$ cat src/rtl/nec_ir_decoder.sv
// NEC IR remote-control frame decoder.
// Synchronises the demodulated receiver pin, measures mark/space widths in
// clk_50 cycles, and walks lead / 32 data bits / check or repeat code.
// The last good command and address bytes are held for the drive-mode FSM.
module nec_ir_decoder #(
  parameter int UNIT_CYCLES   = 28125,
  parameter int RX_ACTIVE_LOW = 1,
  parameter int CHECK_ADDR    = 1,
  parameter int CNT_W         = 20
) (
  input  logic       clk_50,
  input  logic       reset,
  input  logic       ir_rx,
  output logic [7:0] ir_code,
  output logic [7:0] ir_addr,
  output logic       code_valid,
  output logic       repeat_pulse,
  output logic       frame_err,
  output logic       busy
);

  // Width thresholds, all in clk_50 cycles.
  localparam logic [CNT_W-1:0] W_HALF = CNT_W'(UNIT_CYCLES / 2);
  localparam logic [CNT_W-1:0] W_1P5  = CNT_W'((3 * UNIT_CYCLES) / 2);
  localparam logic [CNT_W-1:0] W_2P5  = CNT_W'((5 * UNIT_CYCLES) / 2);
  localparam logic [CNT_W-1:0] W_3P5  = CNT_W'((7 * UNIT_CYCLES) / 2);
  localparam logic [CNT_W-1:0] W_3    = CNT_W'(3 * UNIT_CYCLES);
  localparam logic [CNT_W-1:0] W_5    = CNT_W'(5 * UNIT_CYCLES);
  localparam logic [CNT_W-1:0] W_7    = CNT_W'(7 * UNIT_CYCLES);
  localparam logic [CNT_W-1:0] W_9    = CNT_W'(9 * UNIT_CYCLES);
  localparam logic [CNT_W-1:0] W_14   = CNT_W'(14 * UNIT_CYCLES);
  localparam logic [CNT_W-1:0] W_18   = CNT_W'(18 * UNIT_CYCLES);
  localparam logic [CNT_W-1:0] W_TMO  = CNT_W'(20 * UNIT_CYCLES);

  // Pin level while no carrier is present (space).
  localparam logic IDLE_LVL = (RX_ACTIVE_LOW != 0);

  localparam logic [2:0] S_IDLE       = 3'd0;
  localparam logic [2:0] S_LEAD_MARK  = 3'd1;
  localparam logic [2:0] S_LEAD_SPACE = 3'd2;
  localparam logic [2:0] S_BIT_MARK   = 3'd3;
  localparam logic [2:0] S_BIT_SPACE  = 3'd4;
  localparam logic [2:0] S_CHECK      = 3'd5;
  localparam logic [2:0] S_REP_STOP   = 3'd6;

  logic             r_s1, r_s2, r_lvl, r_lvl_d;
  logic [CNT_W-1:0] r_cnt;
  logic [2:0]       r_state;
  logic [31:0]      r_sr;
  logic [4:0]       r_idx;
  logic             r_have;
  logic [7:0]       r_code, r_addr;
  logic             r_cv, r_rp, r_fe;

  logic             w_edge, w_mark, w_mark_start, w_tmo, w_frame_ok;
  logic [2:0]       w_nstate;
  logic             w_abort, w_shift, w_bit, w_check, w_repst;

  // Two-flop synchroniser, one level stage, and the edge-detect register.
  // Reset to the idle level so leaving reset never looks like a mark start.
  always_ff @(posedge clk_50 or posedge reset) begin
    if (reset) begin
      r_s1    <= IDLE_LVL;
      r_s2    <= IDLE_LVL;
      r_lvl   <= IDLE_LVL;
      r_lvl_d <= IDLE_LVL;
    end else begin
      r_s1    <= ir_rx;
      r_s2    <= r_s1;
      r_lvl   <= r_s2;
      r_lvl_d <= r_lvl;
    end
  end

  assign w_edge       = r_lvl ^ r_lvl_d;
  assign w_mark       = r_lvl ^ IDLE_LVL;
  assign w_mark_start = w_edge & w_mark;
  assign w_tmo        = (r_cnt == W_TMO);

  // Width counter: cleared on every edge, saturates at the timeout value.
  always_ff @(posedge clk_50 or posedge reset) begin
    if (reset)
      r_cnt <= '0;
    else if (w_edge)
      r_cnt <= '0;
    else if (!w_tmo)
      r_cnt <= r_cnt + CNT_W'(1);
  end

  // Byte layout after 32 LSB-first bits: [7:0] addr, [15:8] ~addr,
  // [23:16] cmd, [31:24] ~cmd.
  assign w_frame_ok = (r_sr[23:16] == ~r_sr[31:24]) &&
                      ((CHECK_ADDR == 0) || (r_sr[7:0] == ~r_sr[15:8]));

  // Next-state and event decode; widths are judged at the edge ending a
  // level, and the timeout only matters when no edge is present.
  always_comb begin
    w_nstate = r_state;
    w_abort  = 1'b0;
    w_shift  = 1'b0;
    w_bit    = 1'b0;
    w_check  = 1'b0;
    w_repst  = 1'b0;
    case (r_state)
      S_IDLE: begin
        if (w_mark_start) w_nstate = S_LEAD_MARK;
      end
      S_LEAD_MARK: begin
        if (w_edge) begin
          if (r_cnt >= W_14 && r_cnt <= W_18) w_nstate = S_LEAD_SPACE;
          else                                w_abort  = 1'b1;
        end else if (w_tmo) begin
          w_abort = 1'b1;
        end
      end
      S_LEAD_SPACE: begin
        if (w_edge) begin
          if (r_cnt >= W_7 && r_cnt <= W_9)      w_nstate = S_BIT_MARK;
          else if (r_cnt >= W_3 && r_cnt <= W_5) w_nstate = S_REP_STOP;
          else                                   w_abort  = 1'b1;
        end else if (w_tmo) begin
          w_abort = 1'b1;
        end
      end
      S_BIT_MARK: begin
        if (w_edge) begin
          if (r_cnt >= W_HALF && r_cnt <= W_1P5) w_nstate = S_BIT_SPACE;
          else                                   w_abort  = 1'b1;
        end else if (w_tmo) begin
          w_abort = 1'b1;
        end
      end
      S_BIT_SPACE: begin
        if (w_edge) begin
          if (r_cnt >= W_HALF && r_cnt < W_1P5) begin
            w_shift = 1'b1;
          end else if (r_cnt >= W_2P5 && r_cnt <= W_3P5) begin
            w_shift = 1'b1;
            w_bit   = 1'b1;
          end else begin
            w_abort = 1'b1;
          end
          if (w_shift) w_nstate = (r_idx == 5'd31) ? S_CHECK : S_BIT_MARK;
        end else if (w_tmo) begin
          w_abort = 1'b1;
        end
      end
      S_CHECK: begin
        w_check  = 1'b1;
        w_nstate = w_mark_start ? S_LEAD_MARK : S_IDLE;
      end
      S_REP_STOP: begin
        w_repst  = 1'b1;
        w_nstate = w_mark_start ? S_LEAD_MARK : S_IDLE;
      end
      default: w_nstate = S_IDLE;
    endcase
    if (w_abort) w_nstate = S_IDLE;
  end

  // State, shift register, held code/address and the one-cycle pulses.
  always_ff @(posedge clk_50 or posedge reset) begin
    if (reset) begin
      r_state <= S_IDLE;
      r_sr    <= '0;
      r_idx   <= '0;
      r_have  <= 1'b0;
      r_code  <= '0;
      r_addr  <= '0;
      r_cv    <= 1'b0;
      r_rp    <= 1'b0;
      r_fe    <= 1'b0;
    end else begin
      r_state <= w_nstate;
      r_cv    <= 1'b0;
      r_rp    <= 1'b0;
      r_fe    <= 1'b0;
      if (w_abort) begin
        r_fe  <= 1'b1;
        r_sr  <= '0;
        r_idx <= '0;
      end else if (w_shift) begin
        r_sr  <= {w_bit, r_sr[31:1]};
        r_idx <= r_idx + 5'd1;      // wraps to 0 after the 32nd bit
      end
      if (w_check) begin
        if (w_frame_ok) begin
          r_code <= r_sr[23:16];
          r_addr <= r_sr[7:0];
          r_cv   <= 1'b1;
          r_have <= 1'b1;
        end else begin
          r_fe   <= 1'b1;
        end
      end
      if (w_repst) begin
        if (r_have) r_rp <= 1'b1;
        else        r_fe <= 1'b1;
      end
    end
  end

  assign ir_code      = r_code;
  assign ir_addr      = r_addr;
  assign code_valid   = r_cv;
  assign repeat_pulse = r_rp;
  assign frame_err    = r_fe;
  assign busy         = (r_state != S_IDLE);

endmodule

$ cat config.mk
export PLATFORM = sky130hd
export DESIGN_NAME = nec_ir_decoder
export DESIGN_NICKNAME = d
export VERILOG_FILES = /design/src/rtl/nec_ir_decoder.sv
export SDC_FILE = /design/constraint.sdc
export NUM_CORES = 1
export LEC_CHECK = 0
export BUFFER_PORTS_ARGS = -buffer_cell sky130_fd_sc_hd__buf_2
export CAP_MARGIN = 20
export CORE_ASPECT_RATIO = 1.2
export CORE_MARGIN = 10
export CORE_UTILIZATION = 45
export DETAILED_ROUTE_END_ITERATION = 10
export PLACE_DENSITY_LB_ADDON = 0.25
export SLEW_MARGIN = 20
export SYNTH_ARGS = -nofsm -noshare
export SYNTH_HDL_FRONTEND = slang
export SYNTH_SLANG_ARGS = --single-unit
$ cat constraint.sdc
create_clock -name clk_50 -period 3.41 [get_ports clk_50]
set_input_delay 0.341 -clock clk_50 [delete_from_list [all_inputs] [get_ports clk_50]]
set_output_delay 0.341 -clock clk_50 [all_outputs]
set_load 0.1 [all_outputs]
==> results.md, run 1 <==
* Status: finished, final reports clean
* Syn Inst Count at between 400 and 500
* Die Width at around 110 um
* CP Capture Point: r_sr[2]
* Clock net sink count at between 80 and 90
* Global-route wire length before repair at between 15000 and 20000 um
* Vias per Instance at 5.81
* DP HPWL at 8170 um
* Rows at between 40 and 50
* Setup TNS at 0 ps
* Vias in the first global route at 3901
* # port buffers at 22
* PostCTS Resize Cnt at 0
* R2R depth at 8
* Largest net degree at the start of global routing at 39
* Clk_lat worst skew at 340 ps
* CTS Hold Bufs at 1
* I/O pins at 23
* Final setup fails at 0
* Critical path type: register to register
* Final ANT Viol Nets at 0
* Final Critical Period at between 3000 and 4000 ps
* Required time of the critical path at ~3600 ps
* Synthesized area per cell at 9.76 sq um
* Maximum root-to-sink buffer count at 2
* Hold-critical path depth at 1
* Slew headroom at 47.1%
* Post-route DRC at 0
* Number of flops mapped to enable cells by yosys at 0
* Gpl congestion at 0.958
* TritonCTS clock tree: yes
* Leak at 2.38 nW
* Routed WL at roughly 11000 um
* Fmax achieved at between 0.3 and 0.4 GHz
* Nets at 516
* Worst-Margin Slew at 781 ps
* Cts bufs inserted at 9
* Die height at 133 um
* Critical path launch point type: register
* H-tree Lvls at 3
* Max VDD drop at 298 uV
* Worst Hold Class: input pin to register
* All-Layer GR Usage at 15.3%
* Initial antenna violation count at 0
* Area growth syn-to-layout at 11.1%
* Worst Setup End Kind: register
* Ys flop type: dfrtp_1
* Max Cap Viol at 0
* Dpl ws at roughly 490 ps
* Layout cell share with drive strength beyond 1 at 16.4%
* Syn_nets at 504
* Power per Cell Area at ~470 nW/um^2
* Grt total ovfl at 0
* Vias at between 3000 and 4000
* RSZ-0062 raised after global routing: false
* Synth Register Bits at 84
* DR WL/cell at 17.7 um
* Share of synthesized registers carrying an async set or reset at 100%
* Synth Warn # at 0
* Core Util, Final at between 50% and 60%
* Setup bufs post-CTS at 0
* R2r setup slk at around 370 ps
* Pre-Repair DR Iteration Count at 5
* Tcrit/Tclk final at between 80 and 90%
* Clk slew on worst S/H paths at roughly 60 ps
* Worst Setup SP: r_cnt[13]
* Netlist Area Pre-Place at 4820 sq um
* Post-synth cell types at 63
* Reg2reg start: r_cnt[13]
* Die Area at 15300 sq um
* Antenna cells at 0
* Endpoints failing hold at 0
* Arrival @ worst endpoint at approximately 3300 ps
* Setup Skew at between 10 and 15 ps
* FF-to-FF End: r_sr[2]
* Root Buffer: clkbuf_16
* CORE AREA at 10500 sq um
* Starting Density at 45.8%
* Setup ws final at 367 ps
* CP max FO at 38
* First DRT Iteration DRCs at ~160
* Slew Limit Fails at 0
* Post-synthesis sequential area ratio at between 40 and 50%
routing by layer:
| layer | part of all wire (%) | track usage (%) | vias to the layer above |
|---|---|---|---|
| li1 | - | - | 1793 |
| met1 | 43 | 18.6 | 1820 |
| met2 | 51 | 25.6 | 86 |
| met3 | 3.4 | 2.38 | 17 |
| met4 | 2.6 | 7.39 | 0 |
| met5 | 0 | 0 | - |
flip-flops by register name, indices dropped and copies added, names as in the netlist, 3 cells and up:
register	cells
r_state	3
ir_code	8
r_sr	32
ir_addr	8
r_idx	5
r_cnt	20
cell usage after synthesis (3+ instances only):
library cell | instances | area, sq um
buf_4 | 6 | 45.0
and3_1 | 4 | 25.0
xor2_1 | 15 | 131
nand4_1 | 10 | 62.6
o21ai_0 | 16 | 80.1
or4_1 | 4 | 30.0
nor4_1 | 10 | 62.6
dfrtp_1 | 80 | 2000
clkbuf_1 | 24 | 90.1
or2_2 | 4 | 25.0
nor3_1 | 15 | 75.1
inv_1 | 7 | 26.3
buf_2 | 4 | 20.0
a211oi_1 | 3 | 22.5
mux2_2 | 16 | 180
and2_1 | 19 | 119
mux2i_1 | 36 | 360
nor2b_1 | 4 | 25.0
a2111oi_0 | 3 | 26.3
a31oi_1 | 4 | 25.0
nor2_1 | 56 | 210
nand2_1 | 26 | 97.6
nand3b_1 | 4 | 30.0
a211o_1 | 4 | 35.0
nand3_1 | 17 | 85.1
ha_1 | 7 | 87.6
nand2b_1 | 5 | 31.3
a21oi_1 | 13 | 65.1
xnor2_1 | 20 | 175
dfstp_2 | 4 | 105
nand4b_1 | 7 | 61.3
or3_1 | 6 | 37.5
critical path: stages, from the launching register on:
cell       delay, ps
dfrtp_1          550
nor4_1           680
a31oi_1          230
a2111oi_0        530
a211o_1          160
a211oi_1          80
a31oi_4          200
buf_4            370
nor2_1           110
placed cells by master (no fill, tap or decap), types with 3 or more instances in the layout:
master,count
and2_1,19
nand2b_1,5
buf_2,22
a21oi_1,13
or4_1,4
or2_2,4
mux2_2,16
a2111oi_0,3
nand4b_1,7
mux2i_1,36
nor2_1,56
a211oi_1,3
dfstp_2,4
nand2_1,26
a31oi_1,3
and3_1,4
nor4_1,10
a211o_1,4
nand3b_1,4
ha_1,7
xnor2_1,20
nor2b_1,4
buf_4,12
nand3_1,17
or3_1,6
xor2_1,15
nand4_1,10
nor3_1,15
dfrtp_1,80
o21ai_0,16
clkbuf_16,9
inv_1,6
cells by family (layout without fill, tap and decap cells):
family	count (synthesis)	after routing	synth area share, %
simple gates	207	207	23.5
flops	84	84	43.7
fa+ha+maj	7	7	1.82
xor+xnor	35	35	6.36
buf+inv	42	59	4.08
mux	52	52	11.2
compound gates	67	67	9.32
metrics by stage:
stage          cells  hold slack, ps  power [mW]  instance area [sq um]
6_report         640             103        2.51                   5350
5_1_grt          640            87.0        2.63                   5350
4_1_cts          640            92.3        2.54                   5350
3_5_place_dp     623             321        1.58                   5050
3_3_place_gp     623             312        1.57                   5050
2_1_floorplan    494             345        1.48                   4820
final cells by class:
| class | instances | area (sq um) |
|---|---|---|
| Fill cell | 960 | 5160 |
| Multi-Input combinational cell | 368 | 2530 |
| Sequential cell | 84 | 2110 |
| Timing Repair Buffer | 36 | 230 |
| Clock buffer | 9 | 225 |
| Tap cell | 129 | 161 |
| Clock inverter | 7 | 71.3 |
| Inverter | 7 | 27.5 |
power breakdown:
group | total (mW) | switching [mW] | leakage, nW | internal (mW)
combinational | 0.474 | 0.327 | 1.08 | 0.147
sequential | 1.09 | 0.0606 | 1.15 | 1.02
clock | 0.950 | 0.437 | 0.139 | 0.514
worst min-delay path by stage:
stage | to | from
2_1_floorplan | r_lvl | r_s2
3_3_place_gp | frame_err | reset
3_5_place_dp | frame_err | reset
4_1_cts | r_s1 | ir_rx
5_1_grt | r_s1 | ir_rx
6_report | r_s1 | ir_rx
Power figures use the tool's default switching activity.
==> run 2, diff against run 1 <==
Settings changed: CTS_CLUSTER_SIZE from default to 10, MAX_ROUTING_LAYER from default to met4.
==> run 2 against run 1 <==
Wire length grew 1.6%. Utilization grew 0.19 points. Critical path depth is the same. Setup slack gained 230 ps. Count of clock-buffer cells in the layout is the same. Worst hold slack lost 10 ps. Final cell count shrank 0.47%. Clock power grew 14%. Largest cell class unchanged. Highest routed layer unchanged.
==> results.md, run 2 (same netlist as run 1, synthesis figures left out) <==
* Status: finished, final reports clean
* CORE AREA at 10500 sq um
* CP bufs+invs at 0
* Setup TNS at 0 ps
* Die height at around 130 um
* Worst-Margin Slew at 811 ps
* Global-route wire length before repair at 18900 um
* Tcrit/Tclk final at 82.6%
* Instance count on the critical path at 8
* TritonCTS clock tree: yes
* Power per Cell Area at 494 nW/um^2
* Fillers at about 950
* Met2 Track Usage GR at 25.9%
* Maximum root-to-sink buffer count at 2
* GRT met3 Usage at under 10%
* Top delay family on crit path: compound AO/OA/AOI/OAI gates
* Met1 usage at 17.5%
* GRT busiest layer: met2
* Worst Setup SP: r_cnt[1]
* Slowest CP cell: dfrtp_1
* Die Area at 15300 sq um
* Die Width at 114 um
* DP HPWL at 8100 um
* Grt total ovfl at 0
* PostCTS Resize Cnt at 0
* Arrival @ worst endpoint at 3080 ps
* Critical path type: register to register
* Setup bufs post-CTS at 0
* Commonest non-fill, non-tap cells in the layout: dfrtp_1 (80), nor2_1 (56), mux2i_1 (36), nand2_1 (26), buf_2 (22)
* Slew headroom at 45.9%
* Final ANT Viol Nets at 0
* Endpoints failing hold at 0
* Pre-Repair DR Iteration Count at 4
* DR WL/cell at between 15 and 20 um
* Clk slew on worst S/H paths at 60 ps
* RSZ-0062 raised after global routing: false
* Dpl ws at 622 ps
* Critical path launch point type: register
* Root Buffer: clkbuf_16
* WHS Endpoint: r_s1
* R2r setup slk at 590 ps
* Clock net sink count at 84
* Storage cell area at 2110 sq um
* Initial antenna violation count at 0
* CP max FO at 7
* Post-route DRC at 0
* Cts bufs inserted at 9
* Worst Setup End Kind: register
* Largest regs: r_sr (32), r_cnt (20)
* Fmax achieved at 0.355 GHz
* Max VDD drop at 461 uV
* # port buffers at 22
* Starting Density at 45.8%
* Layout cell share with drive strength beyond 1 at 16.1%
* Largest net degree at the start of global routing at 46
* Area growth syn-to-layout at 11.5%
* Pwr Total at roughly 2.7 mW
* Hold-critical path depth at 1
* Clk_lat worst skew at roughly 350 ps
* CTS Hold Bufs at 0
* Leak at roughly 2.4 nW
* Worst Hold Class: input pin to register
* Reg2reg start: r_cnt[1]
* Reg with most FFs: r_sr
* Vias in the first global route at between 3000 and 4000
* Gpl congestion at approximately 0.98
* Setup ws final at 595 ps
* Commonest non-fill, non-tap cell in the layout: dfrtp_1
* Final setup fails at 0
* Multi-input logic area at 2530 sq um
* Final Critical Period at between 2000 and 3000 ps
* CP max stage delay at 440 ps
* All-Layer GR Usage at 15.6%
* Vias per Instance at 5.86
* I/O pins at 23
* R2R depth at 8
* Max Cap Viol at 0
* Setup Skew at 7.63 ps
* Max FFs per register at 32
* Worst-path cell chain: ha_1, o21ai_0, a221oi_1, o31a_1, or2_2, a211oi_1, and3_1, mux2i_1
* FF-to-FF End: r_state[0]
* Rows at between 40 and 50
* Nets at slightly above 500
* Routed WL at 11500 um
* Required time of the critical path at 3670 ps
* Worst Min Path Start: ir_rx
* Antenna cells at 0
* First DRT Iteration DRCs at 212
* Vias at between 3000 and 4000
* H-tree Lvls at 3
* Slew Limit Fails at 0
[run 2: cell types whose count changed in the layout (fill, tap and decap cells not counted), sizes merged]
| cell | previous run | this run |
|---|---|---|
| buf | 35 | 33 |
| bufinv | 0 | 2 |
| clkinv | 3 | 1 |
| dlygate4sd3 | 1 | 0 |
[run 2: report_power, final]
group / internal, mW / switching (mW) / leakage, nW / total (mW)
logic: 0.161 / 0.330 / 1.07 / 0.491
registers: 1.02 / 0.0599 / 1.15 / 1.08
clock network: 0.652 / 0.428 / 0.155 / 1.08
total: 1.84 / 0.818 / 2.38 / 2.66
[run 2: area by class of cell]
class / count / area share (%)
Tap cell: 129 / 3.00
Clock buffer: 9 / 4.19
Timing Repair Buffer: 33 / 4.05
Sequential cell: 84 / 39.2
Inverter: 7 / 0.512
Multi-Input combinational cell: 368 / 47.1
Clock inverter: 7 / 1.93
[run 2: worst reg2reg max path, delay by kind of cell (launching register included)]
kind / cells / cell delay (ps)
compound gates: 4 / 1220
simple gates: 2 / 650
flops: 1 / 440
mux: 1 / 230
fa+ha+maj: 1 / 220
[run 2: how the worst max path moves through the flow]
| stage | slack, ps | endpoint |
|---|---|---|
| floorplan | 910 | code_valid |
| global placement | 660 | r_sr[27] |
| detailed placement | 620 | r_state[0] |
| CTS | 580 | r_state[0] |
| global route | 430 | r_state[2] |
| finish | 590 | r_state[0] |
[run 2: metal layers]
layer | up-vias | routed length [um] | part of all wire, %
met5 | - | 0 | 0
met3 | 36 | 354 | 3.1
li1 | 1782 | - | -
met2 | 69 | 5950 | 52
met1 | 1843 | 4750 | 41
met4 | 0 | 457 | 4.0
[run 2: through the flow]
stage | util (%) | hold WS (ps) | cells | area, sq um
floorplan | - | 345 | 494 | 4820
global placement | 48.0 | 346 | 621 | 5040
detailed placement | 48.0 | 351 | 621 | 5040
CTS | 51.1 | 83.3 | 637 | 5370
global route | 51.1 | 88.2 | 637 | 5370
finish | 51.1 | 92.4 | 637 | 5370
==> run 3, diff against run 2 <==
Clock period 3.41 ns to 2.6 ns, I/O delays scaled along.
==> run 3 against run 2 <==
Global-route usage grew 2.0 points. Non-clock buffer count up 80. Via count up 9.9%. Final cell count up 13%. First-iteration DRC count shrank 17%. Largest cell class unchanged. Highest routed layer unchanged.
==> results.md, run 3 (same netlist as run 1, synthesis figures left out) <==
* CORE AREA at 10500 sq um
* DP HPWL at approximately 9600 um
* Largest regs: r_sr (32), r_cnt (20)
* H-tree Lvls at 3
* Die Area at 15300 sq um
* Gpl congestion at 0.947
* Worst Setup End Kind: register
* Seq pwr share at 38.6%
* Global-route wire length before repair at 21100 um
* Starting Density at 45.8%
* Endpoints failing hold at 0
* Fmax achieved at 0.387 GHz
* Sw power at approximately 1.2 mW
* Vias in the first global route at 4162
* Critical path type: register to register
* Status: finished, final reports clean
* Tcrit/Tclk final at slightly below 100%
* Max VDD drop at 421 uV
* # port buffers at 22
* Placed instance area at around 5600 sq um
* Required time of the critical path at 2830 ps
* Vias per Instance at 5.72
* Logic pwr share at 26.4%
* Final ANT Viol Nets at 0
* Max Cap Viol at 0
* Root Buffer: clkbuf_16
* Max FFs per register at 32
* Area growth syn-to-layout at 31.9%
* Layout cell share with drive strength beyond 1 at a little under two fifths
* Reg with most FFs: r_sr
* Worst-Margin Slew at 483 ps
* Post-route cell area at 6360 sq um
* Internal Pwr Total at ~2.4 mW
* Maximum root-to-sink buffer count at 2
* Cts bufs inserted at 9
* Arrival @ worst endpoint at 2810 ps
* Sw frac at 32.4%
* CP max FO at 8
* All-Layer GR Usage at about 18%
* TritonCTS clock tree: yes
* Post-route DRC at 0
* Setup ws final at ~17 ps
* Rows at 41
* Core Util, Final at about three fifths
* Setup Skew at 9.27 ps
* Pwr Total at ~3.6 mW
* I/O pins at 23
* First DRT Iteration DRCs at 176
* Dpl ws at -133 ps
* Slew headroom at between 60% and 70%
* Clk slew on worst S/H paths at about 70 ps
* Clk_lat worst skew at 340 ps
* Clock net sink count at 84
* Antenna cells at 0
* Final Critical Period at 2580 ps
* Leak at 2.83 nW
* RSZ-0062 raised after global routing: true
* Initial antenna violation count at 0
* Commonest non-fill, non-tap cell in the layout: buf_4
* Nets at 593
* Commonest non-fill, non-tap cells in the layout: buf_4 (78), dfrtp_1 (68), nor2_1 (44), mux2i_1 (35), nand2_1 (25)
* Grt total ovfl at 0
* Die Width at ~110 um
* Die height at 133 um
* Largest net degree at the start of global routing at 63
* Power per Cell Area at 566 nW/um^2
* Clock power share at 35.0%
* Slew Limit Fails at 0
* Final setup fails at 0
* Routed WL at between 10000 and 15000 um
* Critical path launch point type: register
* Vias at 4100
* DR WL/cell at 18.7 um
* Worst Hold Class: input pin to register
* Pre-Repair DR Iteration Count at 4
run 3: changes by cell type in the layout (fill, tap and decap cells not counted), sizes merged:
cell	change
clkinv	+4
clkbuf	+3
dlygate4sd3	+1
inv	-2
buf	+77
clkinvlp	-1
bufinv	-2
run 3: area by class of cell:
class                           instances  area [sq um]
Tap cell                              129           161
Multi-Input combinational cell        368          2840
Inverter                                7          27.5
Clock inverter                          6          58.8
Sequential cell                        84          2120
Timing Repair Buffer                  113           912
Clock buffer                           10           239
Fill cell                             872          4160
run 3: path summary, 6_finish.rpt:
kind | from | end | slack [ps] | depth (start not counted)
max reg2reg | r_cnt[7] | r_sr[12] | 20 | 8
min | ir_rx | r_s1 | 20 | 1
max in group asynchronous | reset | r_cnt[15] | 1430 | 4
max | r_cnt[7] | r_sr[12] | 20 | 8
min reg2reg | r_s2 | r_lvl | 360 | 0
min in group asynchronous | reset | r_cnt[1] | 470 | 3
run 3: layer usage:
layer / wire length (um) / global-route usage [%]
met4: 495 / 8.16
met2: 7190 / 31.1
met3: 363 / 2.70
met5: 0 / -
met1: 5370 / 18.8
run 3: what timing repair did:
item	in CTS	in global routing
pin swaps	0	16
buffers inserted	0	9
endpoints found under the setup margin	41	40
hold buffers	1	0
hold endpoints to repair	18	0
gates resized for setup	7	80
gates cloned	0	3
run 3: metrics by stage:
stage               cells  hold WS, ps  TNS, ps
CTS                   706         4.73        0
global route          717        0.623    -1420
finish                717         17.6        0
detailed placement    689          282    -4150
global placement      689          273    -5060
floorplan             494          264        0
run 3: critical path, cell delays in order (launching register included):
cell and delay, ps:
dfrtp_2 470, buf_4 170, nand4b_1 200, or4_4 550, a21oi_4 180, o221ai_4 150, a31oi_4 430, clkbuf_16 250
nor2_1 50
run 3: power groups by stage:
| stage | logic, mW | registers, mW | clock network, mW |
|---|---|---|---|
| floorplan | 0.495 | 1.44 | 0 |
| global placement | 0.766 | 1.40 | 0 |
| detailed placement | 0.766 | 1.41 | 0 |
| CTS | 0.773 | 1.39 | 1.29 |
| global route | 1.01 | 1.40 | 1.34 |
| finish | 0.951 | 1.39 | 1.26 |
